$ cat src/rtl/pipeline_pkg.sv
// Shared memory-stage definitions: opcodes, FSM state type, lane constants.
// No ports; imported by mem_stage_access and load_extend.
package pipeline_pkg;

   localparam logic [5:0] OP_LB  = 6'h20;
   localparam logic [5:0] OP_LH  = 6'h21;
   localparam logic [5:0] OP_LW  = 6'h23;
   localparam logic [5:0] OP_LBU = 6'h24;
   localparam logic [5:0] OP_LHU = 6'h25;
   localparam logic [5:0] OP_SB  = 6'h28;
   localparam logic [5:0] OP_SH  = 6'h29;
   localparam logic [5:0] OP_SW  = 6'h2B;

   typedef enum logic [1:0] {
      IDLE = 2'd0,
      REQ  = 2'd1,
      DONE = 2'd2
   } mem_state_t;

   localparam logic [3:0] BE_ALL   = 4'b1111;
   localparam logic [3:0] BE_LO_HW = 4'b0011;
   localparam logic [3:0] BE_HI_HW = 4'b1100;
   localparam logic [3:0] BE_BYTE0 = 4'b0001;

   function automatic logic is_load(input logic [5:0] op);
      return (op == OP_LB) || (op == OP_LH) || (op == OP_LW) ||
             (op == OP_LBU) || (op == OP_LHU);
   endfunction

   function automatic logic is_store(input logic [5:0] op);
      return (op == OP_SB) || (op == OP_SH) || (op == OP_SW);
   endfunction

endpackage

$ cat src/rtl/mem_stage_access_load_extend.sv
// Selects the addressed lane of a bus word and sign/zero extends it.
// Ports: i_rdata (bus word), i_addr (byte offset), i_opcode, o_data.
module load_extend
   import pipeline_pkg::*;
(
   input  logic [31:0] i_rdata,
   input  logic [1:0]  i_addr,
   input  logic [5:0]  i_opcode,
   output logic [31:0] o_data
);

   logic [7:0]  w_byte;
   logic [15:0] w_half;

   always_comb begin
      w_byte = i_rdata[7:0];
      unique case (i_addr)
         2'd0: w_byte = i_rdata[7:0];
         2'd1: w_byte = i_rdata[15:8];
         2'd2: w_byte = i_rdata[23:16];
         2'd3: w_byte = i_rdata[31:24];
      endcase
      // Halfword lane uses a[1] only, so a stray a[0] is forced aligned.
      w_half = i_addr[1] ? i_rdata[31:16] : i_rdata[15:0];
   end

   always_comb begin
      o_data = i_rdata;
      case (i_opcode)
         OP_LB:   o_data = {{24{w_byte[7]}}, w_byte};
         OP_LBU:  o_data = {24'd0, w_byte};
         OP_LH:   o_data = {{16{w_half[15]}}, w_half};
         OP_LHU:  o_data = {16'd0, w_half};
         default: o_data = i_rdata;
      endcase
   end

endmodule

$ cat src/rtl/mem_stage_access.sv
// Memory stage: runs load/store over a req/ack bus, extends load data,
// and drives the MEM/WB register. Stalls upstream while a transfer is live.
// Inputs: clk, reset (async, low), *M fields, bus_ack, bus_rdata.
// Outputs: StallM, AlignErrM, bus_req/we/be/addr/wdata, *W fields.
// Option: MEM_ALIGN_CHECK_EN traps misaligned word/halfword accesses.
module mem_stage_access
   import pipeline_pkg::*;
#(
   parameter int ADDR_W = 32
)(
   input  logic              clk,
   input  logic              reset,
   input  logic [31:0]       InstructionM,
   input  logic [31:0]       ALUOutM,
   input  logic [31:0]       ReadData2M,
   input  logic [4:0]        WriteRegM,
   input  logic [31:0]       PCouter8M,
   output logic              StallM,
   output logic              AlignErrM,
   output logic              bus_req,
   output logic              bus_we,
   output logic [3:0]        bus_be,
   output logic [ADDR_W-1:0] bus_addr,
   output logic [31:0]       bus_wdata,
   input  logic              bus_ack,
   input  logic [31:0]       bus_rdata,
   output logic [31:0]       InstructionW,
   output logic [31:0]       ALUOutW,
   output logic [31:0]       ReadDataW,
   output logic [31:0]       PCouter8W,
   output logic [4:0]        WriteRegW
);

   mem_state_t        r_state;
   logic              r_req;
   logic              r_we;
   logic [3:0]        r_be;
   logic [ADDR_W-1:0] r_addr;
   logic [31:0]       r_wdata;
   logic [31:0]       r_ldata;
   logic              r_aerr;
   logic [31:0]       r_ins_w;
   logic [31:0]       r_alu_w;
   logic [31:0]       r_rd_w;
   logic [31:0]       r_pc8_w;
   logic [4:0]        r_wr_w;

   logic [5:0]  w_op;
   logic        w_is_ld;
   logic        w_is_mem;
   logic        w_misal;
   logic        w_pend;
   logic        w_stall;
   logic [3:0]  w_be;
   logic [31:0] w_wdata;
   logic [31:0] w_ext;

   assign w_op     = InstructionM[31:26];
   assign w_is_ld  = is_load(w_op);
   assign w_is_mem = w_is_ld | is_store(w_op);

`ifdef MEM_ALIGN_CHECK_EN
   always_comb begin
      w_misal = 1'b0;
      case (w_op)
         OP_LW, OP_SW:         w_misal = |ALUOutM[1:0];
         OP_LH, OP_LHU, OP_SH: w_misal = ALUOutM[0];
         default:              w_misal = 1'b0;
      endcase
   end
`else
   assign w_misal = 1'b0;
`endif

   assign w_pend = w_is_mem & ~w_misal;

   // Gated by reset so the freeze releases the instant reset asserts.
   assign w_stall = reset &
                    (((r_state == IDLE) & w_pend) | (r_state == REQ));

   always_comb begin
      w_be    = BE_ALL;
      w_wdata = ReadData2M;
      case (w_op)
         OP_SB: begin
            w_be    = BE_BYTE0 << ALUOutM[1:0];
            w_wdata = {4{ReadData2M[7:0]}};
         end
         OP_SH: begin
            w_be    = ALUOutM[1] ? BE_HI_HW : BE_LO_HW;
            w_wdata = {2{ReadData2M[15:0]}};
         end
         default: ;
      endcase
   end

   load_extend u_ext (
      .i_rdata  (bus_rdata),
      .i_addr   (ALUOutM[1:0]),
      .i_opcode (w_op),
      .o_data   (w_ext)
   );

   always_ff @(posedge clk or negedge reset) begin
      if (!reset) begin
         r_state <= IDLE;
         r_req   <= 1'b0;
         r_we    <= 1'b0;
         r_be    <= '0;
         r_addr  <= '0;
         r_wdata <= '0;
         r_ldata <= '0;
         r_aerr  <= 1'b0;
      end else begin
         r_aerr <= 1'b0;
         unique case (r_state)
            IDLE: begin
               if (w_pend) begin
                  r_state <= REQ;
                  r_req   <= 1'b1;
                  r_we    <= ~w_is_ld;
                  r_be    <= w_be;
                  r_addr  <= {ALUOutM[ADDR_W-1:2], 2'b00};
                  r_wdata <= w_wdata;
               end else begin
                  r_aerr <= w_is_mem & w_misal;
               end
            end
            REQ: begin
               if (bus_ack) begin
                  r_state <= DONE;
                  r_req   <= 1'b0;
                  if (!r_we) r_ldata <= w_ext;
               end
            end
            DONE:    r_state <= IDLE;
            default: r_state <= IDLE;
         endcase
      end
   end

   always_ff @(posedge clk or negedge reset) begin
      if (!reset) begin
         r_ins_w <= '0;
         r_alu_w <= '0;
         r_rd_w  <= '0;
         r_pc8_w <= '0;
         r_wr_w  <= '0;
      end else if (w_stall) begin
         r_ins_w <= '0;
         r_alu_w <= '0;
         r_rd_w  <= '0;
         r_pc8_w <= '0;
         r_wr_w  <= '0;
      end else begin
         r_ins_w <= InstructionM;
         r_alu_w <= ALUOutM;
         r_rd_w  <= (w_is_ld & ~w_misal) ? r_ldata : 32'd0;
         r_pc8_w <= PCouter8M;
         // A trapped access must not write the register file.
         r_wr_w  <= w_misal ? 5'd0 : WriteRegM;
      end
   end

   assign StallM       = w_stall;
   assign AlignErrM    = r_aerr;
   assign bus_req      = r_req;
   assign bus_we       = r_we;
   assign bus_be       = r_be;
   assign bus_addr     = r_addr;
   assign bus_wdata    = r_wdata;
   assign InstructionW = r_ins_w;
   assign ALUOutW      = r_alu_w;
   assign ReadDataW    = r_rd_w;
   assign PCouter8W    = r_pc8_w;
   assign WriteRegW    = r_wr_w;

endmodule

$ cat config.mk
export PLATFORM = sky130hd
export DESIGN_NAME = mem_stage_access
export DESIGN_NICKNAME = d
export VERILOG_FILES = /design/src/rtl/pipeline_pkg.sv /design/src/rtl/mem_stage_access_load_extend.sv /design/src/rtl/mem_stage_access.sv
export SDC_FILE = /design/constraint.sdc
export NUM_CORES = 1
export LEC_CHECK = 0
export ABC_AREA = 0
export CORE_ASPECT_RATIO = 0.7
export CORE_MARGIN = 1
export CORE_UTILIZATION = 35
export CTS_BUF_LIST = sky130_fd_sc_hd__clkbuf_2 sky130_fd_sc_hd__clkbuf_4 sky130_fd_sc_hd__clkbuf_8
export DETAILED_ROUTE_END_ITERATION = 8
export GPL_TIMING_DRIVEN = 0
export PLACE_DENSITY = 0.69
export SLEW_MARGIN = 20
export SYNTH_ARGS = -nofsm -noshare
export SYNTH_HDL_FRONTEND = slang
export SYNTH_SLANG_ARGS = --single-unit
$ cat constraint.sdc
create_clock -name clk -period 1.85 [get_ports clk]
set_clock_uncertainty 0.2 [all_clocks]
set_input_delay 0.37 -clock clk [delete_from_list [all_inputs] [get_ports clk]]
set_output_delay 0.37 -clock clk [all_outputs]
set_load 0.02 [all_outputs]
Word-level counts from Yosys, hierarchy flattened. Cells that the tools add are included.

Bits in registers: 235. Input port bits: 168.

Equal/unequal tests: 14. Shift operators: 1. Muxes and demuxes: 18. Bitwise operators: 6. Reduce and logical (&&, ||, !) cells: 13.

Operator list (number): two-way mux 32 bit (5); one-hot mux 32 bit (4 select lines) (1); one-hot mux 32 bit (2 select lines) (1); == test 6 bit, second input constant (8); one-hot mux 8 bit (4 select lines) (1); two-way mux 16 bit (1); one-hot mux 4 bit (2 select lines) (1); logical OR 1 bit (6); AND reduction 3 bit (2); two-way mux 5 bit (1); == test 2 x 1 -> 1 bit, second input constant (2); == test 2 bit, second input constant (2); logical NOT 2 bit (2); two-way mux 2 bit (2); two-way mux 4 bit (1); != test 2 bit, second input constant (2); one-hot mux 2 bit (2 select lines) (1); AND reduction 2 bit (2); left shift 1 x 2 -> 4 bit, first input constant (1); AND 1 bit (2); two-way mux 1 bit (2); inverter 1 bit (2); bitwise OR 1 bit (2); one-hot mux 1 bit (2 select lines) (1); nonzero test 2 bit (1).

Depth between registers and ports, before layout. Gate-level depths: netlist (run 1).

Word-level depth: 10. Depth in mapped cells: 7. Gate-level depth less buffers: 4.

Cells and area by module. Synthesis (run 1) repeated with hierarchy kept, for this count alone.

Cells, all modules: 730. Area, all modules: 9756.9 um^2.

By module, submodules not included: mem_stage_access (times used 1, cells each 602, area each 8742.1 um^2, seq. area each 5880.6 um^2); load_extend (times used 1, cells each 128, area each 1014.7 um^2, seq. area each 0.0 um^2).

Worst setup path after synthesis (run 1). OpenSTA, ideal clock, no wires.

Path type: input -> register. Start: input InstructionM[26]. End: register r_wdata[10], in the netlist bus_wdata[10]. Data arrival time: 1759 ps. Data required time: 1525 ps. Slack: -234 ps. Stages: 5. Path through: buf_2 > or4_4 > buf_6 > mux2_4 > mux2_2.

Longest elaborated chain between the ends: 7. Elaborated cells on any way between the ends: 17. Classes of those cells: 8 x eq/ne; 1 x mux; 1 x bitwise; 7 x reduce/logical.

Ends and longest elaborated chain: from (decl) (line mem_stage_access.sv:13) `input logic [31:0] InstructionM,`; == test 6 bit (line pipeline_pkg.sv:26) `return (op == OP_LB) || (op == OP_LH) || (op == OP_LW) ||`; logical OR 1 bit (3 in series) (line pipeline_pkg.sv:26); logical OR 1 bit (line pipeline_pkg.sv:27) `(op == OP_LBU) || (op == OP_LHU);`; bitwise OR 1 bit (line mem_stage_access.sv:60) `assign w_is_mem = w_is_ld | is_store(w_op);`; AND reduction 2 bit (no line); to (signal assigned) (line mem_stage_access.sv:124) `r_wdata <= w_wdata;`; to (decl) (line mem_stage_access.sv:39) `logic [31:0] r_wdata;`.

Parallel ways exist; a longest one is shown, timed or not. A chain may end at the register's enable or synchronous reset.

Worst setup path in the final report (run 1).
Start: register r_state[0]. End: output StallM.

Longest elaborated chain between the ends: 4. Elaborated cells on any way between the ends: 5. Classes of those cells: 1 x eq/ne; 3 x bitwise; 1 x reduce/logical.

Ends and longest elaborated chain: from (decl) (line mem_stage_access.sv:34) `mem_state_t r_state;`; from (signal assigned) (line mem_stage_access.sv:106) `r_state <= IDLE;`; from (signal assigned) (line mem_stage_access.sv:119) `r_state <= REQ;`; from (signal assigned) (line mem_stage_access.sv:131) `r_state <= DONE;`; logical NOT 2 bit (line mem_stage_access.sv:79) `(((r_state == IDLE) & w_pend) | (r_state == REQ));`; AND 1 bit (line mem_stage_access.sv:79); bitwise OR 1 bit (*) (line mem_stage_access.sv:79); AND 1 bit (*) (line mem_stage_access.sv:78) `assign w_stall = reset &`; to (decl) (line mem_stage_access.sv:18) `output logic StallM,`.

Mark *: on every way between the ends. The rest lies on a longest branch, timed or not.

==> run summary, run 1 <==
The die covers 27490 sq um. The number of standard cells after synthesis is 706. The area share of the largest cell type after synthesis came out at 62.65%. The initial standard-cell utilization of the core is 36.11%. The total setup violations reported at the end of the flow came out at 11.

The register bit total from synthesis is 235. The maximum clock rate came out at 475.5 MHz. The flop-to-flop setup slack is -30 ps. The average detailed-routed wire length per instance is 20.01 um. Routability-driven placement finished with a final weighted congestion of 0.8353.

Of all cell types, the one taking the most synthesized area is dfrtp_1. The row count came out at 49. The synthesized cell area is 9387 sq um. The H-tree depth is 2.

The worst setup path is of the reg2out kind. The final critical-path setup slack is -253.2 ps. The library cells used most frequently in the layout, excluding fill and tap cells, are dfrtp_1 (234), clkdlybuf4s50_1 (159), a21boi_0 (98). The wire-length estimate of the detail-placed layout is 21.62 mm. The core outline area is 25990 sq um. The total routed wirelength is 30.56 mm. The first global-routing pass estimated 46.33 mm of wire.

Ranked by total cell area, the synthesized netlist is headed by dfrtp_1 (63%), mux2_2 (11%), a21boi_0 (7.8%), a21oi_1 (2.5%), and2_1 (2.2%). The die is 139.0 um tall. The post-synthesis area per instance is 13.30 sq um. The number of detailed-route iterations in the first pass came out at 5. The net count reported at finish came out at 1315. Leaving out filler cells and counting taps, the final layout contains 1527. The post-route total power came out at 14.86 mW. The initial antenna violation count is 4. The tree is rooted in a clkbuf_8. The number of clock sinks is 235. The number of placed instances, taps included, is 1433. The total count of hold-check failures in the final report is 142.

The final period demand of the worst path came out at 2103 ps. The clock input transition at the sequential cells of the worst setup and hold paths is 60 ps. The number of port buffers came out at 366.

The via count came out at 7399. STA puts the critical path data arrival time at 1530 ps. For this run, the share of the core covered by cells in the final layout is 57.59%. The number of buffers on the longest clock path is 3. The worst-case IR drop observed on VDD is 638.4 uV. The clock latency on the worst-skew pair is 550 ps. The total power per unit cell area is 992.5 nW/um^2. The max-capacitance violation count is 0. The I/O pin count came out at 373. The width of the die came out at 197.7 um.

The yosys synthesis warning count came out at 0. The final hold slack is -497.0 ps. The proportion of layout cells with a drive suffix above 1 came out at 28.40%. Timing analysis after detailed placement gives a worst setup slack of -1983 ps. The worst setup path is launched from a register. The netlist uses 40 different library cells. The most common cell after layout, fill and taps aside is dfrtp_1. Relative to the synthesized area, the layout overhead comes to 59.48%. The residual overflow from global routing is 0. The register area share after synthesis is 62.65%. The logic depth of the worst register-to-register path came out at 7. The global router's overall resource usage is 22.34%. The number of global-route vias before repair came out at 7757. Setup repair after global routing could not meet its margin everywhere. Along the worst path, the maximum fanout reaches 2. The clock buffer count from CTS came out at 38.

The remaining design rule violation count came out at 0. The worst hold path belongs to the class in2async. After layout, the worst path uses 113.7% of the clock period. The maximum number of pins on one net before global-route repair came out at 94.

The count of nets left with antenna violations once routing finished came out at 0. The transition time at the pin with the least slew margin is 692.1 ps. The run finished, with violations left. The type of destination of the critical path is a primary output. The standby leakage power is 6.758 nW.

TritonCTS built the clock tree. The relative slew slack came out at 53.86%. The average vias per placed instance came out at 4.845. The number of violations reported at the end of detailed-routing iteration 0 came out at 380.

The critical path required time came out at 1280 ps. The checks that failed: hold timing, setup timing. The final-report max-slew violation count is 0.
## synthesized netlist by cell type
cell / count
nand3b_4: 1
o21ai_2: 1
mux2_2: 95
mux2i_1: 4
clkbuf_1: 35
buf_2: 11
mux4_2: 8
o21ai_0: 21
buf_6: 3
nor3_2: 1
dfrtp_1: 235
o21ai_1: 3
nor3_1: 5
inv_1: 8
buf_4: 3
nor2_1: 21
buf_1: 4
mux2_4: 6
a21boi_0: 98
or2_2: 1
nor2b_1: 4
a21oi_2: 1
or3_1: 1
o2bb2ai_1: 7
o22ai_1: 13
nor4b_2: 1
a311oi_2: 1
nand2_1: 19
nand3b_1: 2
nand2b_1: 4
conb_1: 1
a21oi_1: 46
or4_4: 1
nand3_1: 3
and2b_1: 1
a21o_1: 1
a2111oi_0: 1
and2_1: 33
a221oi_1: 1
or4b_1: 1
## path summary, 6_finish.rpt
kind | from | end
max in group asynchronous | reset | ReadDataW[30]$_DFF_PN0_
worst min register to register | r_ldata[31]$_DFFE_PN0P_ | ReadDataW[31]$_DFF_PN0_
worst max register to register | r_state[1]$_DFFE_PN0P_ | r_ldata[10]$_DFFE_PN0P_
min in group clk | InstructionM[30] | r_state[0]$_DFFE_PN0P_
worst max-delay path | r_state[0]$_DFFE_PN0P_ | StallM
worst min-delay path | reset | ReadDataW[8]$_DFF_PN0_
## flip-flops by register name (all words and copies together) (netlist names)
register / count
bus_addr: 30
InstructionW: 32
bus_be: 4
WriteRegW: 5
r_ldata: 32
ALUOutW: 32
ReadDataW: 32
r_state: 2
bus_req: 1
bus_wdata: 32
bus_we: 1
PCouter8W: 32
## per-layer routing
| layer | vias up | routed length (um) | global-route usage [%] |
|---|---|---|---|
| li1 | 3350 | - | - |
| met1 | 3658 | 12680 | 28.49 |
| met2 | 340 | 13830 | 34.23 |
| met3 | 45 | 3450 | 9.922 |
| met4 | 6 | 561 | 6.283 |
| met5 | - | 41 | 0 |
## critical path, stage by stage, from the launching register on
cell and delay, ps:
dfrtp_2 400, a21o_1 170, clkbuf_8 150, and2_4 150, buf_6 120
## final cells by class
| class | instances | area [sq um] |
|---|---|---|
| fill | 2237 | 11030 |
| clock inverter | 3 | 15.01 |
| buffer | 54 | 490.5 |
| multi-input combinational | 409 | 3471 |
| sequential | 235 | 5882 |
| timing repair buffer | 401 | 3920 |
| clock buffer | 59 | 711.9 |
| antenna | 1 | 2.502 |
| tap | 357 | 446.7 |
| inverter | 8 | 30.03 |
## report_power, final
group	internal, mW	switching [mW]	total [mW]
Combinational	1.82	2.08	3.90
Clock	2.42	2.03	4.45
Sequential	6.08	0.424	6.50
## cell families after synthesis
group	after synthesis	synth area share [%]
AOI/OAI and AO/OA	194	13.70
muxes	113	14.70
and+or+nand+nor	99	5.838
other	1	0.03995
buffers and inverters	64	3.066
DFF	235	62.65
## stage by stage
stage / setup TNS (ps) / hold slack [ps] / cell area [sq um]
finish: -437.5 / -497.0 / 14970
CTS: -6665 / -516.4 / 14830
global placement: -3672860 / 246.6 / 13670
detailed placement: -244170 / 116.1 / 13730
global route: -2725 / -514.9 / 14970
floorplan: -2678 / -125.6 / 9563
## what timing repair did
action / in CTS / in global routing
gates resized for setup: 353 / 133
hold endpoints to repair: 195 / 108
hold buffers: 13 / 1
setup buffers: 11 / 5
pin swaps: 3 / 5
setup endpoints to repair: 426 / 201
gates cloned: 3 / 0
(Power assumes the default switching activity.)
==> inputs of run 2 (changes only) <==
--- a/config.mk
+++ b/config.mk
@@ -6,13 +6,13 @@
 export NUM_CORES = 1
 export LEC_CHECK = 0
 export ABC_AREA = 0
-export CORE_ASPECT_RATIO = 0.7
+export CORE_ASPECT_RATIO = 1.5
 export CORE_MARGIN = 1
-export CORE_UTILIZATION = 35
+export CORE_UTILIZATION = 41
 export CTS_BUF_LIST = sky130_fd_sc_hd__clkbuf_2 sky130_fd_sc_hd__clkbuf_4 sky130_fd_sc_hd__clkbuf_8
 export DETAILED_ROUTE_END_ITERATION = 8
 export GPL_TIMING_DRIVEN = 0
-export PLACE_DENSITY = 0.69
+export PLACE_DENSITY = 0.79
 export SLEW_MARGIN = 20
 export SYNTH_ARGS = -nofsm -noshare
 export SYNTH_HDL_FRONTEND = slang
==> run 2 against run 1 <==
Non-clock buffer count down 2. Global-route usage up 3.4 points. Sequential cell count unchanged. Highest routed layer is now met4. Critical path type unchanged. Maximum frequency up 7.5%. Sequential power about the same. The flow finishes with violations (DRC, setup timing). Largest power group unchanged.
==> run summary, run 2 (synthesis gave the netlist of run 1 again) <==
The core outline area is 22380 sq um. The number of global-route vias before repair came out at 8035. Relative to the synthesized area, the layout overhead comes to 57.82%.

The congestion estimate from routability-driven global placement came to 0.8968. The count of placed standard cells in the final layout, fillers left out is 1448. The combinational fraction of design power came out at 25.5%.

Across the whole layout, storage elements account for 5882 sq um. The reported net switching power came out at 4.586 mW. The logic depth of the worst register-to-register path is 9.

The proportion of layout cells with a drive suffix above 1 came out at 25.34%. Entering global routing, the biggest net connects 97 pins. The internal portion of total power came out at 10.61 mW. The portion of the clock cycle consumed by the worst path in the final layout is 105.7%.

The critical path required time came out at 1280 ps. The total count of hold-check failures in the final report is 0. The detail route stage leaves a number of antenna-violating nets equal to 0. The standby leakage power is 6.849 nW. The placement-stage worst setup slack came out at -1814 ps. The worst hold path belongs to the class in2reg.

Walking the worst path, the cells encountered are a21o_1, and2_4, buf_6. The number of violations reported at the end of detailed-routing iteration 0 is 355. The cell total after placement is 1352. Setup repair after global routing could not meet its margin everywhere. The total overflow left after global routing is 0. The width of the die came out at 125.5 um. The number of port buffers is 366.

The worst setup path is of the reg2out kind. The switching share of power came out at 30.17%. The die covers 23510 sq um. The initial antenna violation count was 0. The biggest cell delay along the critical path came out at 380 ps.

The H-tree depth is 2. Setup violations remaining at the end of the flow were counted as 43. The slowest stage of the critical path is the dfrtp_1 cell. The count of cells along the worst hold path came out at 3. The initial standard-cell utilization of the core came out at 41.94%. Broken down by cell family, the worst path's largest delay share belongs to flip-flops. The final layout contains routed wiring with a total length of 30.06 mm. The flow ran to the end, but the final reports show violations. The most common cell after layout, fill and taps aside is dfrtp_1.

The row count came out at 67. The clock input transition at the sequential cells of the worst setup and hold paths is 60 ps. The via count is 7443. The remaining design rule violation count came out at 16. In this run, CTS created clock tree buffers numbering 37. The clock network is responsible for 31.6% of the overall power. The global-route wire length before repair came out at 45.86 mm.

The number of fill cells came out at 1699. In this run the tightest slew margin relative to its limit is 62.55%. The maximum fanout count along the critical path came out at 3. The cell chosen for the clock root is clkbuf_8. The later pin in the worst-skew pair is clocked with a latency of 550 ps. The worst setup path is launched from a register. The max-capacitance violation count is 0.

The global router's overall resource usage came out at 25.75%. The average vias per placed instance is 5.140. The maximum ir drop on the vdd rail came out at 756.9 uV. The I/O pin count came out at 373. The die height is 187.3 um.

The area of the multi-input gates is 3401 sq um. The buffer and inverter count on the worst path came out at 1. The CTS tree is done. The half-perimeter wire length after detailed placement is 21.05 mm. The transition time at the pin with the least slew margin came out at 561.7 ps. The final critical-path setup slack came out at -105.6 ps.

The first TritonRoute pass finished after 8 iterations. The number of clock sinks is 235. The arrival time of the worst setup path is 1390 ps.

The maximum clock rate is 511.4 MHz. Leaving out fill and tap cells, the most frequent cells in the layout are dfrtp_1 (234), clkdlybuf4s50_1 (160), dlygate4sd2_1 (137). The net count reported at finish came out at 1312.

For this design the ratio of total power to cell area is 1026 nW/um^2. The clock passes through at most 3 buffers. The final-report max-slew violation count is 0. The depth of the critical timing path with buffers and inverters included is 3. The final period demand of the worst path came out at 1956 ps. The average detailed-routed wire length per instance is 20.76 um.

The checks that failed: DRC, setup timing. In this run, flip-flops and latches consume 42.9% of the power. The worst setup path is captured at a primary output.

The antenna cell count is 0.
-- run 2: cell count changes in the layout (fill, tap and decap cells not counted), moves of 3 or more --
cell and change:
clkbuf_1 +17, dlygate4sd3_1 -6, clkdlybuf4s15_2 -7, a21oi_2 -9, buf_6 +8, buf_4 -6, a21oi_4 -3, buf_2 -3
clkdlybuf4s15_1 -44, a21oi_1 +12, clkbuf_2 -18, dlygate4sd2_1 +57
-- run 2: worst min-delay path: cells and delay by family --
kind / cells / cell delay, ps
AO/OA/AOI/OAI: 1 / 60
buffers and inverters: 2 / 300
-- run 2: final cells by class --
| class | count | share of cell area (%) |
|---|---|---|
| plain buffers | 54 | 2.686 |
| clock buffers | 62 | 5.169 |
| clock inverters | 5 | 0.3547 |
| inverters | 8 | 0.2027 |
| multi-input cells | 409 | 22.96 |
| flip-flops and latches | 235 | 39.70 |
| well taps | 276 | 2.331 |
| repair buffers | 399 | 26.60 |
-- run 2: what timing repair did --
action | CTS | global route
hold buffers | 10 | 0
pin swaps | 2 | 7
endpoints found under the hold margin | 239 | 0
setup buffers | 9 | 8
endpoints found under the setup margin | 422 | 210
cloned | 2 | 2
gates resized for setup | 284 | 95
-- run 2: per-stage QoR --
| stage | hold WS, ps | setup TNS (ps) | utilization (%) | power [mW] | cell area (sq um) |
|---|---|---|---|---|---|
| floorplan | -125.6 | -2678 | - | 8.456 | 9563 |
| global placement | 253.8 | -3540160 | 60.63 | 10.60 | 13570 |
| detailed placement | 167.6 | -213030 | 60.90 | 10.70 | 13630 |
| CTS | 56.72 | -5409 | 65.50 | 15.22 | 14660 |
| global route | 55.09 | -5096 | 66.19 | 15.86 | 14810 |
| finish | 29.33 | -1537 | 66.19 | 15.20 | 14810 |
-- run 2: worst paths after layout --
| check | startpoint | to | slack [ps] |
|---|---|---|---|
| setup / recovery | r_state[0]$_DFFE_PN0P_ | StallM | -110 |
| hold / removal | InstructionM[31] | InstructionW[31]$_DFF_PN0_ | 30 |
| max in group asynchronous | reset | bus_addr[20]$_DFFE_PN0P_ | 420 |
| min in group asynchronous | reset | ReadDataW[16]$_DFF_PN0_ | 280 |
| hold reg to reg | r_ldata[10]$_DFFE_PN0P_ | r_ldata[10]$_DFFE_PN0P_ | 270 |
| setup reg to reg | r_state[1]$_DFFE_PN0P_ | r_ldata[29]$_DFFE_PN0P_ | -80 |
-- run 2: power by group through the flow --
stage | Clock [mW] | Sequential [mW] | Combinational (mW)
detailed placement | 0 | 6.59 | 4.11
global route | 5.12 | 6.61 | 4.13
floorplan | 0 | 7.31 | 1.15
CTS | 4.89 | 6.49 | 3.84
finish | 4.80 | 6.51 | 3.88
global placement | 0 | 6.56 | 4.05
-- run 2: metal layers --
layer	GRT usage (%)	part of all wire [%]	up-vias
met4	13.23	5.1	0
met2	45.19	52	322
met3	6.236	6.1	94
met1	28.85	37	3672
li1	-	-	3355
met5	0	0	-
==> inputs of run 3 (changes only) <==
--- a/config.mk
+++ b/config.mk
@@ -5,7 +5,7 @@
 export SDC_FILE = /design/constraint.sdc
 export NUM_CORES = 1
 export LEC_CHECK = 0
-export ABC_AREA = 0
+export ABC_AREA = 1
 export CORE_ASPECT_RATIO = 1.5
 export CORE_MARGIN = 1
 export CORE_UTILIZATION = 41
==> run 3 against run 2 <==
The run ends with hold timing, setup timing left. Final cell count increased by 30%. Synthesized area increased by 2.8%. Largest cell class unchanged. Sequential share of layout area decreased by 0.49 points. Wire length increased by 7.9%. Die area increased by 2.8%. Core utilization decreased by 1.1 points. Synthesized cell count increased by 56%. Clock-buffer cell count decreased by 5. Sequential cell count unchanged.
==> run summary, run 3 <==
Clock tree synthesis inserted a total of 37 buffers. The number of library cell types mapped by synthesis came out at 30. The number of clock sinks is 235. The flow ran to the end, but the final reports show violations. The slowest stage of the critical path is the dfrtp_2 cell.

The worst path in the final design needs a cycle of 2185 ps, including I/O delays and setup. The maximum ir drop on the vdd rail came out at 531.0 uV. Of all nets on the critical path, the largest fanout is 3. By area the synthesized netlist is led by dfrtp_1 (61%), nand2_1 (12%), a21oi_1 (6.9%), inv_1 (5.3%), o21ai_0 (4.0%).

Using the TritonRoute via totals, the vias-per-cell ratio works out to 4.784. The final critical-path setup slack came out at -334.7 ps. The transition time at the pin with the least slew margin is 688.4 ps.

Global routing used 26.67% of the available tracks across all layers. Cells with a size suffix above 1 make up 12.02% of the layout. The congestion estimate from routability-driven global placement came to 0.9436. In the layout the commonest cells are nand2_1 (307), dfrtp_1 (234), dlygate4sd2_1 (188).

The filler cells instantiated in the layout total 1904. The worst setup path is launched from a register. The number of port buffers is 369. The cell taking the most area after synthesis is dfrtp_1.

The area enclosed by the die boundary is 24170 sq um. The post-synthesis area per instance is 8.789 sq um. The I/O pin count is 373. The total power per unit cell area is 1051 nW/um^2. The cell chosen for the clock root is clkbuf_8.

For this run, the top clock speed supported by timing is 457.7 MHz. The area share of the largest cell type after synthesis is 60.94%. The final-report max-slew violation count is 0.

The type of the most critical hold path is in2async. The critical path required time came out at 1280 ps. The total setup violations reported at the end of the flow came out at 71. The placement-stage worst setup slack came out at -1790 ps. The global-route track usage on met2 is 47.08%. The arrival time of the worst setup path is 1610 ps.

Among all cell types in the netlist, the one instantiated most often is nand2_1. Leaving out fill and tap cells, the most frequent cell in the layout is nand2_1. The wire-length estimate of the detail-placed layout is 23.56 mm. After floorplanning, the core was sized to cover 23060 sq um.

The die is 189.9 um tall. The global-route wire length before repair is 49.34 mm. The total count of hold-check failures in the final report is 183. The average detailed-routed wire length per instance came out at 17.17 um. The synthesized cell area is 9651 sq um.

Setup total negative slack on the finished layout was measured at -4075 ps. The clock reaches the later pin of the worst-skew pair after 520 ps. The number of buffers on the longest clock path came out at 3. The number of detailed-route iterations in the first pass came out at 5.

The antenna violation net count after detailed routing is 0. After global routing, the most crowded layer is met2. The final hold slack came out at -465.8 ps. Setup repair after global routing could not meet its margin everywhere. The H-tree depth is 2.

From left edge to right edge, the die measures 127.3 um. The area growth from synthesis to layout came out at 55.43%. After synthesis, the share of flip-flops with an asynchronous set or reset is 100.0%. The final design utilization came out at 65.05%.

The register area share after synthesis is 60.94%. The register bit total from synthesis is 235. Ranked by instance count, the synthesized netlist is headed by nand2_1 (313), dfrtp_1 (235), inv_1 (136). The via count is 9037. The relative slew slack is 53.96%. The number of global-route vias before repair came out at 9089. The signal on the critical path passes through nor2_4, nand2_2, nand3_4, buf_12, nand2_4, inv_2, buf_6. Global routing finished with a remaining overflow of 0.

The number of standard cells after synthesis came out at 1098. Yosys printed 0 warnings. The initial standard-cell utilization of the core is 41.85%. The initial antenna violation count is 2. TritonCTS built the clock tree.

For this run, the post-layout net count is 1716. The maximum number of pins on one net before global-route repair came out at 98. The number of violations reported at the end of detailed-routing iteration 0 is 479.

In the synthesized netlist the dominant register cell turns out to be dfrtp_1. The critical path is of the reg2out type. The remaining design rule violation count came out at 0. The standby leakage power came out at 7.973 nW.

The total routed wirelength is 32.44 mm. The worst path uses 118.1% of the clock period. The final reports fail on hold timing, setup timing. The biggest cell delay along the critical path is 440 ps.

The clock input transition at the sequential cells of the worst setup and hold paths is 70 ps. In the global route stage, met1 resource usage came out at 29.95%. The met3 routing resource usage after global routing is 5.118%. The max-capacitance violation count is 0. The type of destination of the critical path is a primary output. The row count came out at 68. The number of enable-type register cells in the synthesized netlist is 0.
-- run 3: final timing paths --
path                                      startpoint                          to  slack, ps  cells after the start
hold / removal                                 reset     r_ldata[22]$_DFFE_PN0P_       -470                      1
max in group asynchronous                      reset      WriteRegW[4]$_DFF_PN0_        180                      3
min in group clk                    InstructionM[29]  InstructionW[29]$_DFF_PN0_        150                      5
setup / recovery              r_state[0]$_DFFE_PN0P_                      StallM       -330                      7
hold reg to reg            bus_wdata[14]$_DFFE_PN0P_   bus_wdata[14]$_DFFE_PN0P_        270                      2
setup reg to reg              r_state[1]$_DFFE_PN0P_      r_ldata[6]$_DFFE_PN0P_       -160                      7
-- run 3: metal layers --
layer	vias up	wire [um]
li1	4302	-
met1	4222	11820
met2	410	16690
met3	103	2160
met4	0	1776
met5	-	0
-- run 3: through the flow --
stage	std cells	cell area, sq um	power (mW)
finish	1889	15000	15.77
global route	1889	15000	16.59
CTS	1879	14800	15.80
detailed placement	1786	13850	11.56
global placement	1784	13790	11.45
floorplan	1100	9701	8.989
-- run 3: final cells by class --
type	count	area, sq um	area share (%)
multi-input cells	656	2977	19.84
plain buffers	66	485.5	3.237
clock buffers	57	747.0	4.980
diodes	2	5.005	0.03337
inverters	142	548.0	3.654
flip-flops and latches	235	5882	39.21
clock inverters	6	35.03	0.2336
repair buffers	410	3926	26.18
well taps	315	394.1	2.628
-- run 3: kinds of logic after synthesis --
family / synth area share, %
and+or+nand+nor: 17.81
DFF: 60.94
AOI/OAI and AO/OA: 11.97
buffers and inverters: 9.244
other: 0.03886
-- run 3: power breakdown --
group	switching (mW)	internal, mW	total, mW
sequential	0.518	6.22	6.73
combinational	2.63	1.82	4.45
clock	2.01	2.57	4.58
-- run 3: timing repair --
| action | CTS | global route |
|---|---|---|
| buffers inserted | 25 | 5 |
| pin swaps | 9 | 5 |
| hold endpoints to repair | 196 | 76 |
| endpoints found under the setup margin | 435 | 168 |
| gates resized for setup | 294 | 81 |
| hold buffers | 5 | 1 |
| gates cloned | 3 | 3 |
-- run 3: worst max-delay path, delay by kind of cell (launching register included) --
family | cells | cell delay, ps
buf+inv | 3 | 260
simple gates | 4 | 390
flops | 1 | 440
